===== src/rtl/led_ctrl_pkg.sv =====
// Shared types, LED pattern tables and pattern helpers for the LED pattern controller.
package led_ctrl_pkg;

  typedef enum logic [1:0] {MODE_OFF, MODE_BAR, MODE_BINARY, MODE_CHASE} mode_t;

  localparam logic [1:0] SPEED_MAX = 2'd3;

  localparam logic [3:0] BAR_SEQ [8] = '{4'b0000, 4'b0001, 4'b0011, 4'b0111,
                                         4'b1111, 4'b0111, 4'b0011, 4'b0001};
  localparam logic [3:0] CHASE_SEQ [6] = '{4'b0001, 4'b0010, 4'b0100,
                                           4'b1000, 4'b0100, 4'b0010};

  function automatic mode_t next_mode(mode_t m);
    case (m)
      MODE_OFF:    return MODE_BAR;
      MODE_BAR:    return MODE_BINARY;
      MODE_BINARY: return MODE_CHASE;
      default:     return MODE_OFF;
    endcase
  endfunction

  function automatic logic [3:0] first_pattern(mode_t m);
    case (m)
      MODE_BAR:   return BAR_SEQ[0];
      MODE_CHASE: return CHASE_SEQ[0];
      default:    return 4'b0000;
    endcase
  endfunction

  // Phase wraps at the length of the current mode's sequence.
  function automatic logic [3:0] next_phase(mode_t m, logic [3:0] p);
    case (m)
      MODE_BAR:    return (p >= 4'd7) ? 4'd0 : p + 4'd1;
      MODE_BINARY: return p + 4'd1;
      MODE_CHASE:  return (p >= 4'd5) ? 4'd0 : p + 4'd1;
      default:     return 4'd0;
    endcase
  endfunction

  function automatic logic [3:0] pattern_at(mode_t m, logic [3:0] p);
    case (m)
      MODE_BAR:    return BAR_SEQ[p[2:0]];
      MODE_BINARY: return p;
      MODE_CHASE:  return (p < 4'd6) ? CHASE_SEQ[p[2:0]] : 4'b0000;
      default:     return 4'b0000;
    endcase
  endfunction

endpackage


===== src/rtl/led_pattern_controller_if.sv =====
// Board-side bundle: raw buttons in, LED word and mode/run status out.
interface led_io_if #(parameter int W = 4);
  import led_ctrl_pkg::*;

  logic [3:0]   btn;
  logic [W-1:0] led;
  mode_t        mode;
  logic         running;

  modport master (output btn, input led, mode, running);
  modport slave  (input btn, output led, mode, running);
endinterface


===== src/rtl/led_pattern_controller_btn_debounce.sv =====
// One button: 2-flop synchronizer, stability counter, and a one-cycle press pulse.
module btn_debounce #(
  parameter int DEBOUNCE_COUNT = 1_000_000
) (
  input  logic clk,
  input  logic rst_n,
  input  logic btn_raw,
  output logic press
);
  localparam int CW = $clog2(DEBOUNCE_COUNT) + 1;

  logic          sync1_q, sync1_d, sync2_q, sync2_d;
  logic          level_q, level_d, press_q, press_d;
  logic [CW-1:0] cnt_q, cnt_d;

  // Any cycle where the synchronized pin agrees with the accepted level restarts the count.
  always_comb begin
    sync1_d = btn_raw;
    sync2_d = sync1_q;
    level_d = level_q;
    cnt_d   = '0;
    if (sync2_q != level_q) begin
      if (cnt_q == CW'(DEBOUNCE_COUNT - 1)) level_d = sync2_q;
      else                                  cnt_d   = cnt_q + 1'b1;
    end
    press_d = level_d & ~level_q;
  end

  always_ff @(posedge clk) begin
    if (!rst_n) begin
      sync1_q <= 1'b0;
      sync2_q <= 1'b0;
      level_q <= 1'b0;
      press_q <= 1'b0;
      cnt_q   <= '0;
    end else begin
      sync1_q <= sync1_d;
      sync2_q <= sync2_d;
      level_q <= level_d;
      press_q <= press_d;
      cnt_q   <= cnt_d;
    end
  end

  assign press = press_q;
endmodule


===== src/rtl/led_pattern_controller.sv =====
// LED pattern scheduler: debounced buttons drive the mode FSM, speed, run/pause and phase restart.
module led_pattern_controller
  import led_ctrl_pkg::*;
#(
  parameter int COUNT_WIDTH    = 32,
  parameter int BASE_COUNT     = 25_000_000,
  parameter int DEBOUNCE_COUNT = 1_000_000,
  parameter int OUTPUT_WIDTH   = 4
) (
  input  logic     clk,
  input  logic     rst_n,
  led_io_if.slave  io
);
  mode_t                   mode_q, mode_d;
  logic                    running_q, running_d;
  logic [1:0]              speed_q, speed_d;
  logic [3:0]              phase_q, phase_d;
  logic [COUNT_WIDTH-1:0]  presc_q, presc_d;
  logic [OUTPUT_WIDTH-1:0] led_q, led_d;
  logic [3:0]              ev;
  logic [COUNT_WIDTH-1:0]  period;
  logic                    active, tick;

  for (genvar g = 0; g < 4; g++) begin : g_db
    btn_debounce #(.DEBOUNCE_COUNT(DEBOUNCE_COUNT)) u_db (
      .clk     (clk),
      .rst_n   (rst_n),
      .btn_raw (io.btn[g]),
      .press   (ev[g])
    );
  end

  assign period = COUNT_WIDTH'(BASE_COUNT) >> speed_q;
  assign active = running_q && (mode_q != MODE_OFF);
  assign tick   = active && (presc_q == period - 1'b1);

  // Mode change beats phase restart beats tick; speed and run/pause apply alongside.
  always_comb begin
    mode_d    = mode_q;
    running_d = running_q;
    speed_d   = speed_q;
    phase_d   = phase_q;
    presc_d   = presc_q;
    led_d     = led_q;
    if (ev[1]) running_d = !running_q;
    if (ev[0]) begin
      mode_d  = next_mode(mode_q);
      phase_d = 4'd0;
      presc_d = '0;
      led_d   = first_pattern(next_mode(mode_q));
    end else if (ev[3]) begin
      phase_d = 4'd0;
      presc_d = '0;
      led_d   = first_pattern(mode_q);
    end else if (tick) begin
      phase_d = next_phase(mode_q, phase_q);
      presc_d = '0;
      led_d   = pattern_at(mode_q, next_phase(mode_q, phase_q));
    end else if (active) begin
      presc_d = presc_q + 1'b1;
    end
    if (ev[2]) begin
      speed_d = (speed_q == SPEED_MAX) ? 2'd0 : speed_q + 2'd1;
      presc_d = '0;
    end
  end

  always_ff @(posedge clk) begin
    if (!rst_n) begin
      mode_q    <= MODE_BAR;
      running_q <= 1'b1;
      speed_q   <= 2'd0;
      phase_q   <= 4'd0;
      presc_q   <= '0;
      led_q     <= '0;
    end else begin
      mode_q    <= mode_d;
      running_q <= running_d;
      speed_q   <= speed_d;
      phase_q   <= phase_d;
      presc_q   <= presc_d;
      led_q     <= led_d;
    end
  end

  assign io.led     = led_q;
  assign io.mode    = mode_q;
  assign io.running = running_q;
endmodule

===== src/flat_wrapper.sv =====
// flat-port wrapper written by rule: the top's interface ports become plain ports
module led_pattern_controller_flat import led_ctrl_pkg::*;
#(
  parameter int COUNT_WIDTH    = 32,
  parameter int BASE_COUNT     = 25_000_000,
  parameter int DEBOUNCE_COUNT = 1_000_000,
  parameter int OUTPUT_WIDTH   = 4
)
  (clk, rst_n, io_btn, io_led, io_mode, io_running);
  led_io_if io_i ();
  input  logic clk;
  input  logic rst_n;
  input wire logic [$bits(io_i.btn)-1:0] io_btn;
  output wire logic [$bits(io_i.led)-1:0] io_led;
  output wire logic [$bits(io_i.mode)-1:0] io_mode;
  output wire logic [$bits(io_i.running)-1:0] io_running;
  assign io_i.btn = io_btn;
  assign io_led = io_i.led;
  assign io_mode = io_i.mode;
  assign io_running = io_i.running;
  led_pattern_controller #(.COUNT_WIDTH(COUNT_WIDTH), .BASE_COUNT(BASE_COUNT), .DEBOUNCE_COUNT(DEBOUNCE_COUNT), .OUTPUT_WIDTH(OUTPUT_WIDTH)) u_core (.clk(clk), .rst_n(rst_n), .io(io_i));
endmodule

===== config.mk =====
export PLATFORM = sky130hd
export DESIGN_NAME = led_pattern_controller_flat
export DESIGN_NICKNAME = d
export VERILOG_FILES = /design/src/rtl/led_ctrl_pkg.sv /design/src/rtl/led_pattern_controller_if.sv /design/src/rtl/led_pattern_controller_btn_debounce.sv /design/src/rtl/led_pattern_controller.sv /design/src/flat_wrapper.sv
export SDC_FILE = /design/constraint.sdc
export NUM_CORES = 1
export LEC_CHECK = 0
export ABC_AREA = 1
export CORE_ASPECT_RATIO = 0.7
export CORE_UTILIZATION = 55
export CTS_BUF_LIST = sky130_fd_sc_hd__clkbuf_8 sky130_fd_sc_hd__clkbuf_16
export DETAILED_ROUTE_END_ITERATION = 8
export PLACE_DENSITY_LB_ADDON = 0.2
export SYNTH_ARGS = -nofsm -noshare
export SYNTH_HDL_FRONTEND = slang
export SYNTH_SLANG_ARGS = --single-unit

===== constraint.sdc =====
create_clock -name clk -period 2.2 [get_ports clk]
set_clock_uncertainty 0.2 [all_clocks]
set_input_delay 0.44 -clock clk [delete_from_list [all_inputs] [get_ports clk]]
set_output_delay 0.44 -clock clk [all_outputs]
set_load 0.02 [all_outputs]

; Word level (Yosys, flattened, before mapping)
; Memory sizes are Yosys's and may differ from the RTL's.
; Index checks and enable logic that the tools add are counted.
; Widths: inputs -> output; s select.
[totals]
out_inout_bits = 7
in_bits = 6
n_memories = 2
word_cells = 109
romBits = 64
reg_bits = 145
[mem_list]
columns = memory, depth, width, rd, rd_ports_with_merged_regs, write_ports, line
row1 = (no name shown), 8, 4, 1, 0, 0, led_ctrl_pkg.sv:42  ; MODE_BAR: return BAR_SEQ[p[2:0]];
row2 = (no name shown), 8, 4, 1, 0, 0, led_ctrl_pkg.sv:44  ; MODE_CHASE: return (p < 4'd6) ? CHASE_SEQ[p[2:0]] : 4'b0000;
[classes]
order_cmp = 4
eq_ne = 14
muxes = 28
shifts = 1
bitwise = 14
addsub = 8
reduce_logical = 12
[ops]
columns = cell, count
row1 = $add 21x1->21 const B, 4
row2 = $eq 21x20->1 const B, 4
row3 = $mux 4, 13
row4 = $add 32x1->32 const B, 1
row5 = $eq 32x32->1, 1
row6 = $shr 25x2->32 const A, 1
row7 = $sub 32x1->32 const B, 1
row8 = $pmux 4 s3, 2
row9 = $reduce_or 3->1, 5
row10 = $mux 1, 10
row11 = $not 1->1, 9
row12 = $eq 2x2->1 const B, 4
row13 = $ge 4x3->1 const B, 2
row14 = $pmux 2 s3, 1
row15 = $reduce_or 5->1, 1
row16 = $add 4x1->4 const B, 1
row17 = $and 1x1->1, 4
row18 = $ge 4x4->1 const B, 1
row19 = $lt 4x3->1 const B, 1
row20 = $mux 2, 2
row21 = $ne 1x1->1, 4
row22 = $not 3->4, 1
row23 = $reduce_bool 3->1, 1
row24 = $add 2x1->2 const B, 1
row25 = other kinds (5), 6

; Logic depth before layout (Yosys ltp)
; Gate-level depths: netlist (run 1).
[depth]
word_depth = 16
ltp_mapped = 16
ltp_nobuf = 16

; Cells and area by module
; Synthesis (run 1) repeated with hierarchy kept, for this count alone.
[hier_totals]
hier_cells = 1219
area_unflattened_um2 = 8187.9
[modules_own_cells]
columns = mod, seq_area_each_um2, area_per_inst_um2, cells_each, n_inst
row1 = btn_debounce, 500.5, 1261.2, 188, 4
row2 = led_pattern_controller, 900.9, 3143.0, 467, 1

; Worst setup path before layout (run 1)
; No wires, ideal clock.
[synth_timing]
kind = register to register
from = register u_core.speed_q[0]
to = register u_core.phase_q[1]
t_required_ns = 1.884
setup_ns = 0.116
t_arrival_ns = 2.054
stages_incl_launch_ff = 13
synth_period_minus_slack_ns = 2.371
path_buffers = 2
setup_slack_ns = -0.171
cell_sequence = dfxtp_1 > inv_1 > ha_1 > clkbuf_2 > inv_1 > ha_1 > xnor2_1 > nor3_1 > nand3b_1 > nor2_1 > nand2_1 > buf_2 > o211a_1
[synth_between]
elab_chain_cells = 4
[synth_lines]
columns = element, line
row1 = "start, declared", led_pattern_controller.sv:16  ; logic [1:0] speed_q, speed_d;
row2 = "start signal, assigned", led_pattern_controller.sv:79  ; speed_q <= speed_d;
row3 = $shr 25x2->32, led_pattern_controller.sv:33  ; assign period = COUNT_WIDTH'(BASE_COUNT) >> speed_q;
row4 = $sub 32x1->32, led_pattern_controller.sv:35  ; assign tick = active && (presc_q == period - 1'b1);
row5 = $eq 32x32->1, led_pattern_controller.sv:35
row6 = $logic_and 1x1->1, led_pattern_controller.sv:35
row7 = "end signal, assigned", led_pattern_controller.sv:80  ; phase_q <= phase_d;
row8 = "end, declared", led_pattern_controller.sv:17  ; logic [3:0] phase_q, phase_d;
; Every way passes these cells.
; A chain may end at the register's enable or synchronous reset.

; Final worst setup path (run 1)
[layout_timing]
from = register u_core.speed_q[1]
to = register u_core.presc_q[25]
[layout_between]
elab_chain_cells = 5
[layout_lines]
columns = element, line
row1 = $shr 25x2->32, led_pattern_controller.sv:33
row2 = $sub 32x1->32, led_pattern_controller.sv:35
row3 = $eq 32x32->1, led_pattern_controller.sv:35
row4 = $logic_and 1x1->1, led_pattern_controller.sv:35
row5 = $reduce_or 5->1 (no line), -
row6 = "end signal, assigned", led_pattern_controller.sv:81  ; presc_q <= presc_d;
row7 = "end, declared", led_pattern_controller.sv:18  ; logic [COUNT_WIDTH-1:0] presc_q, presc_d;
; Every way passes these cells.

==> results by group, run 1 <==
Floorplanning
  • Area of the core: between 0.01 and 0.015 mm²
  • Initial Utilization: 0.565
  • FP Rows: 35
  • Die width: roughly 140 µm
  • Die area: about 0.014 mm²
  • Ports: 13
  • Chip height: 99.2 µm

Route
  • WL/cell: 13.3 µm
  • Total Routed Length: roughly 18000 µm
  • 1st-pass router iterations: 5
  • Vias per std cell: roughly 5.2
  • # DRC: 0
  • Antenna-violating nets left: 0
  • Vias: between 6000 and 7000
  • First DRT Iteration DRCs: 460

Worst setup path
  • CP Data Arrival Time: approximately 2.5 ns
  • FF-to-FF Start: u_core.speed_q[1]$_SDFFE_PN0P_
  • Crit-path max FO: 8
  • Worst Setup SP: u_core.speed_q[1]$_SDFFE_PN0P_
  • CP Class: flip-flop to flip-flop
  • Critical Path RT: between 2 and 2.5 ns
  • Worst setup EP type: flip-flop
  • CP startpoint kind: flip-flop

Run
  • Maxcap violations: 0

Clock network
  • CTS H-tree lvls: 4
  • Worst-path clk slew: 0.06 ns
  • # clock sinks: ~150
  • CTS tree: done
  • Root buffer cell: clkbuf_16
  • Cts bufs inserted: 17
  • Clock latency on the worst-skew pair: approximately 0.42 ns
  • CTS Buffer Depth: 2

Final layout
  • Area Growth Syn to Fin: 26.6%
  • Nets: ~1200
  • Non-filler instance count after layout: between 1000 and 1500
  • N_diodes: 0
  • Finished Cell Area: approximately 0.0094 mm²
  • Share of layout cells above drive strength 1: 0.200

Logic synthesis
  • Syn nets: between 1000 and 1500
  • Top cells by count, synth: nand2_1, nor2_1, inv_1
  • Top post-synthesis cells by area: dfxtp_1, nand2_1, nor2_1
  • Mapped cell area: 0.00742 mm²
  • Post-synthesis sequential area ratio: 0.391
  • Predominant post-synthesis flop cell: dfxtp_1
  • Yosys top cell by area: dfxtp_1
  • Top-count cell post-synth: nand2_1
  • Synth Warn #: 0
  • Yosys reg bits: about 150
  • Distinct cells, synth: 42
  • Ys async rst share: 0
  • Synth top area share: 0.391
  • Post-synth EDFFs: 0
  • Mean Syn Cell Area: between 7 and 8 µm²
  • Mapped Cells: approximately 1000

Pwr
  • Leak Pwr: about 3.6 nW
  • Maximum vdd drop: 551 µV
  • Power Density: ~600 mW/mm²

Global route
  • Global route total overflow: 0
  • Pin count of the biggest net entering global routing: 18
  • Total GRT Usage: 0.258
  • Number of global-route vias before repair: 6367
  • Initial antenna violation count: 0
  • First-pass GRT wire length: between 20000 and 30000 µm

Timing
  • Setup Viol. Count Final: 39
  • Period utilisation layout: 1.06
  • Relative slew slack: 0.697
  • Min Clock Period, post-route: approximately 2.3 ns
  • Post-layout worst setup margin: -0.139 ns
  • Least-Margin Pin Slew: between 0.4 and 0.5 ns
  • F_max: 0.428 GHz
  • RSZ-0062 raised after global routing: yes
  • Final hold vios: 0
  • Final Max Tran Viols: 0

Placement
  • HPWL after detailed placement: between 10000 and 15000 µm
  • Cells after DPL: 1284
  • Placed cell area: ~0.0084 mm²
  • RD Place Congestion: between 0.9 and 1
  • I/O Buffers: 12

Outcome
  • Failing checks: setup timing
  • Status: complete, but fails checks

Hold path
  • Worst Hold Class: flip-flop to flip-flop
  • Hold Startpoint: u_core.g_db[3].u_db.sync1_q$_SDFF_PN0_
## kinds of logic after synthesis
kind of cell,after synthesis,share of synthesized area
buffers and inverters,170,0.0878
AOI/OAI and AO/OA,115,0.0848
DFF,145,0.391
and+or+nand+nor,540,0.342
adders and majority gates,20,0.0337
xor gates and xnor gates,51,0.0602
## what timing repair did
action | in CTS | in global routing
hold buffers | 0 | 0
gates cloned | 0 | 3
resized for setup | 10 | 78
endpoints found under the setup margin | 39 | 79
setup buffers | 1 | 5
pin swaps | 3 | 16
## worst paths after layout
check	to	slack, ns	depth (start not counted)
worst max-delay path	u_core.presc_q[25]$_SDFFE_PP0P_	-0.14	12
worst min-delay path	u_core.g_db[3].u_db.sync2_q$_SDFF_PN0_	0.21	2
worst max register to register	u_core.presc_q[25]$_SDFFE_PP0P_	-0.14	12
worst min register to register	u_core.g_db[3].u_db.sync2_q$_SDFF_PN0_	0.21	2
## report_power, final
group          internal, mW  switching (mW)  total [mW]
combinational        0.0615          0.0713       0.133
sequential             2.64          0.0105        2.65
clock                  1.68            1.18        2.86
total                  4.38            1.26        5.64
## cell type report
type,count,area (µm²)
Clock buffer,17,425
Clock inverter,15,159
Fill cell,1049,3740
Inverter,155,587
Multi-Input combinational cell,726,4230
Sequential cell,145,2920
Tap cell,166,208
Timing Repair Buffer,100,878
## critical path, cell delays in order, from the launching register on
cell       delay (ns)
dfxtp_4          0.36
buf_6            0.12
ha_4             0.17
inv_4            0.06
ha_4             0.20
xnor2_4          0.14
nor3_2           0.12
nand3b_1         0.14
nor2_2           0.15
nand2_2          0.11
nand3_4          0.18
clkbuf_16        0.22
nor2_2           0.04
## cells in the final DEF (no fill, tap or decap), types with 4 or more instances in the layout
cell,Yosys,layout
buf_4,1,80
a21oi_1,59,53
nor3b_1,13,9
nor2_4,5,16
dfxtp_1,145,139
clkinv_4,0,4
or2_2,5,5
ha_1,20,13
a211oi_1,5,4
nor3_2,3,11
nand2_2,3,5
nand3_2,3,4
inv_2,2,5
dfxtp_2,0,4
ha_2,0,4
o21a_1,8,8
o21ai_0,35,32
nor3b_2,0,4
a21oi_2,0,5
inv_1,153,149
nand3b_1,6,6
nand2_1,191,189
clkbuf_16,0,20
xor2_1,38,36
clkdlybuf4s50_1,0,12
nor2_2,6,25
nand4_1,29,29
nand3_1,60,58
nor2_1,154,124
nor3_1,48,39
inv_6,0,4
xnor2_1,13,12
## flip-flops by register name, indices dropped and copies added, names as in the netlist
signal	flops
u_core.presc_q	32
u_core.g_db.u_db.press	4
u_core.g_db.u_db.cnt_q	84
u_core.speed_q	2
u_core.phase_q	4
u_core.io.mode	2
u_core.io.running	1
u_core.io.led	4
u_core.g_db.u_db.sync1_q	4
u_core.g_db.u_db.level_q	4
u_core.g_db.u_db.sync2_q	4
## routing by layer
layer | vias up | part of all wire | GRT usage
met1 | 3145 | 0.50 | 0.362
li1 | 3557 | - | -
met5 | - | 0 | 0
met2 | 170 | 0.43 | 0.397
met4 | 0 | 0.0080 | 0.0635
met3 | 18 | 0.062 | 0.0631
## through the flow
step	setup slack [ns]	util	hold slack, ns	power (mW)	setup TNS [ns]
finish	-0.139	0.715	0.214	5.64	-4.00
global route	-0.226	0.715	0.241	5.82	-7.55
CTS	-0.000893	0.684	0.214	5.65	-0.00172
detailed placement	-0.175	0.637	0.199	2.81	-1.60
global placement	-0.104	0.637	0.198	2.81	-0.320
floorplan	-0.00254	-	0.190	2.76	-0.00254
Power figures use the tool's default switching activity.
==> run 2: changes to the inputs <==
--- a/config.mk
+++ b/config.mk
@@ -11,6 +11,7 @@
 export CTS_BUF_LIST = sky130_fd_sc_hd__clkbuf_8 sky130_fd_sc_hd__clkbuf_16
 export DETAILED_ROUTE_END_ITERATION = 8
 export PLACE_DENSITY_LB_ADDON = 0.2
+export RECOVER_POWER = 100
 export SYNTH_ARGS = -nofsm -noshare
 export SYNTH_HDL_FRONTEND = slang
 export SYNTH_SLANG_ARGS = --single-unit
==> run 2 against run 1 <==
Net effect: via count is 0.61% lower; final area is 0.68% lower; clock power hardly changed; flip-flop and latch count stayed put; worst hold slack hardly changed; combinational power is 3% lower; total power hardly changed; largest power group unchanged; utilization is 0.49 points lower; die area stayed put; the run still ends with setup timing left; sequential power hardly changed.
==> results by group, run 2 (same netlist as run 1, synthesis figures left out) <==
Worst setup path
  • CP Class: flip-flop to flip-flop
  • Crit-path max FO: 8
  • Largest stage delay, worst path: between 0.3 and 0.4 ns
  • Slowest CP cell: dfxtp_4
  • Worst Setup SP: u_core.speed_q[1]$_SDFFE_PN0P_
  • CP Data Arrival Time: about 2.5 ns
  • Worst setup EP type: flip-flop
  • Crit-path cells: buf_6, ha_4, inv_4, ha_4, xnor2_4, nor3_2, nand3b_1, nor2_2, nand2_2, nand3_4, clkbuf_16, nor2_2
  • CP startpoint kind: flip-flop
  • FF-to-FF Start: u_core.speed_q[1]$_SDFFE_PN0P_
  • Critical Path RT: between 2 and 2.5 ns

Hold path
  • Worst Hold Class: flip-flop to flip-flop
  • Hold Startpoint: u_core.g_db[3].u_db.sync1_q$_SDFF_PN0_

Outcome
  • Failing checks: setup timing
  • Status: complete, but fails checks

Clock network
  • CTS Buffer Depth: 2
  • Cts bufs inserted: 17
  • Worst-path clk slew: approximately 0.060 ns
  • CTS H-tree lvls: 4
  • CTS tree: done
  • # clock sinks: between 100 and 150
  • Root buffer cell: clkbuf_16
  • Clock latency on the worst-skew pair: between 0.4 and 0.5 ns

Timing
  • Min Clock Period, post-route: around 2.3 ns
  • Final Max Tran Viols: 0
  • Period utilisation layout: 1.06
  • Least-Margin Pin Slew: about 0.46 ns
  • Relative slew slack: 0.692
  • Setup Viol. Count Final: 39
  • Setup TNS: -4.00 ns
  • RSZ-0062 raised after global routing: yes
  • Final hold vios: 0
  • Post-layout worst setup margin: -0.139 ns
  • F_max: ~0.43 GHz

Floorplanning
  • Ports: 13
  • Die width: 141 µm
  • FP Rows: 35
  • Initial Utilization: 0.565
  • Die area: around 0.014 mm²
  • Area of the core: ~0.013 mm²
  • Chip height: between 90 and 100 µm

Pwr
  • Final Power: 5.64 mW
  • Maximum vdd drop: about 550 µV
  • Power Density: ~600 mW/mm²
  • Leak Pwr: roughly 3.6 nW

Final layout
  • Leading cell types in the layout, fill and taps excluded: nand2_1, inv_1, dfxtp_1, nor2_1, buf_4
  • Register bank with the most flops: u_core.g_db.u_db.cnt_q
  • Area Growth Syn to Fin: 25.8%
  • N_diodes: 0
  • Non-filler instance count after layout: 1324
  • Top flop regs: u_core.g_db.u_db.cnt_q x84, u_core.presc_q x32
  • Max FFs per register: 84
  • Share of layout cells above drive strength 1: 0.191
  • Commonest non-fill, non-tap cell in the layout: nand2_1
  • Nets: between 1000 and 1500

Route
  • Total Routed Length: approximately 18000 µm
  • 1st-pass router iterations: 5
  • Antenna-violating nets left: 0
  • Vias per std cell: between 5 and 6
  • WL/cell: about 13 µm
  • # DRC: 0
  • First DRT Iteration DRCs: around 430
  • Vias: ~6800

Global route
  • Global route total overflow: 0
  • Initial antenna violation count: 0
  • Pin count of the biggest net entering global routing: 18
  • Total GRT Usage: 0.258
  • First-pass GRT wire length: just under 30000 µm
  • Number of global-route vias before repair: 6367

Placement
  • RD Place Congestion: about 0.93
  • I/O Buffers: 12
  • Cells after DPL: 1284
  • HPWL after detailed placement: approximately 12000 µm
  • Place WS: -0.175 ns

Run
  • Maxcap violations: 0
[run 2: changes by cell type in the layout (fill, tap and decap cells not counted), moves of 2 or more]
cell / delta
buf_4: -12
clkbuf_1: +5
clkbuf_2: +4
clkbuf_4: +3
clkdlybuf4s50_1: -5
dlygate4sd3_1: +5
nor3_1: +2
[run 2: metal layers]
metal,share of wire,GRT usage,routed length (µm),vias to the layer above
met1,0.50,0.362,8720,3114
met4,0.0088,0.0635,154,0
met2,0.43,0.397,7600,159
li1,-,-,-,3556
met5,0,0,0,-
met3,0.060,0.0631,1060,19
[run 2: cell type report]
type | count | area, µm²
clock buffers | 17 | 425
clock inverters | 15 | 159
fillers | 1061 | 3800
inverters | 155 | 587
multi-input cells | 726 | 4190
flip-flops and latches | 145 | 2910
well taps | 166 | 208
repair buffers | 100 | 850
[run 2: critical path, delay by kind of cell (launching register included)]
family                     cells  cell delay, ns
DFF                            1            0.36
adders and majority gates      2            0.37
and+or+nand+nor                6            0.74
xor gates and xnor gates       1            0.14
buffers and inverters          3            0.40
[run 2: where the power goes]
group          internal, mW  switching [mW]
Combinational        0.0580          0.0711
Clock                  1.68            1.18
Sequential             2.64          0.0105
Total                  4.38            1.26
[run 2: timing repair]
item                       4_1_cts  5_1_grt
gates resized for setup         10       78
buffers inserted                 1        5
pin swaps                        3       16
hold buffers                     0        0
cloned                           0        3
setup endpoints to repair       39       79
[run 2: final timing paths]
check | cells after the start | end | slack, ns
worst min-delay path | 2 | u_core.g_db[3].u_db.sync2_q$_SDFF_PN0_ | 0.21
worst min register to register | 2 | u_core.g_db[3].u_db.sync2_q$_SDFF_PN0_ | 0.21
worst max-delay path | 12 | u_core.presc_q[4]$_SDFFE_PP0P_ | -0.14
worst max register to register | 12 | u_core.presc_q[4]$_SDFFE_PP0P_ | -0.14
[run 2: through the flow]
| stage | hold slack (ns) | area (µm²) | utilization |
|---|---|---|---|
| 4_1_cts | 0.214 | 8980 | 0.684 |
| 6_report | 0.213 | 9330 | 0.710 |
| 3_5_place_dp | 0.199 | 8370 | 0.637 |
| 2_1_floorplan | 0.190 | 7500 | - |
| 5_1_grt | 0.243 | 9330 | 0.710 |
| 3_3_place_gp | 0.198 | 8370 | 0.637 |
==> run 3: changes to the inputs <==
--- a/config.mk
+++ b/config.mk
@@ -10,6 +10,7 @@
 export CORE_UTILIZATION = 55
 export CTS_BUF_LIST = sky130_fd_sc_hd__clkbuf_8 sky130_fd_sc_hd__clkbuf_16
 export DETAILED_ROUTE_END_ITERATION = 8
+export HOLD_SLACK_MARGIN = 0.1
 export PLACE_DENSITY_LB_ADDON = 0.2
 export RECOVER_POWER = 100
 export SYNTH_ARGS = -nofsm -noshare
==> results of run 3 <==
Final layout, timing and power as in run 2 (identical DEF).
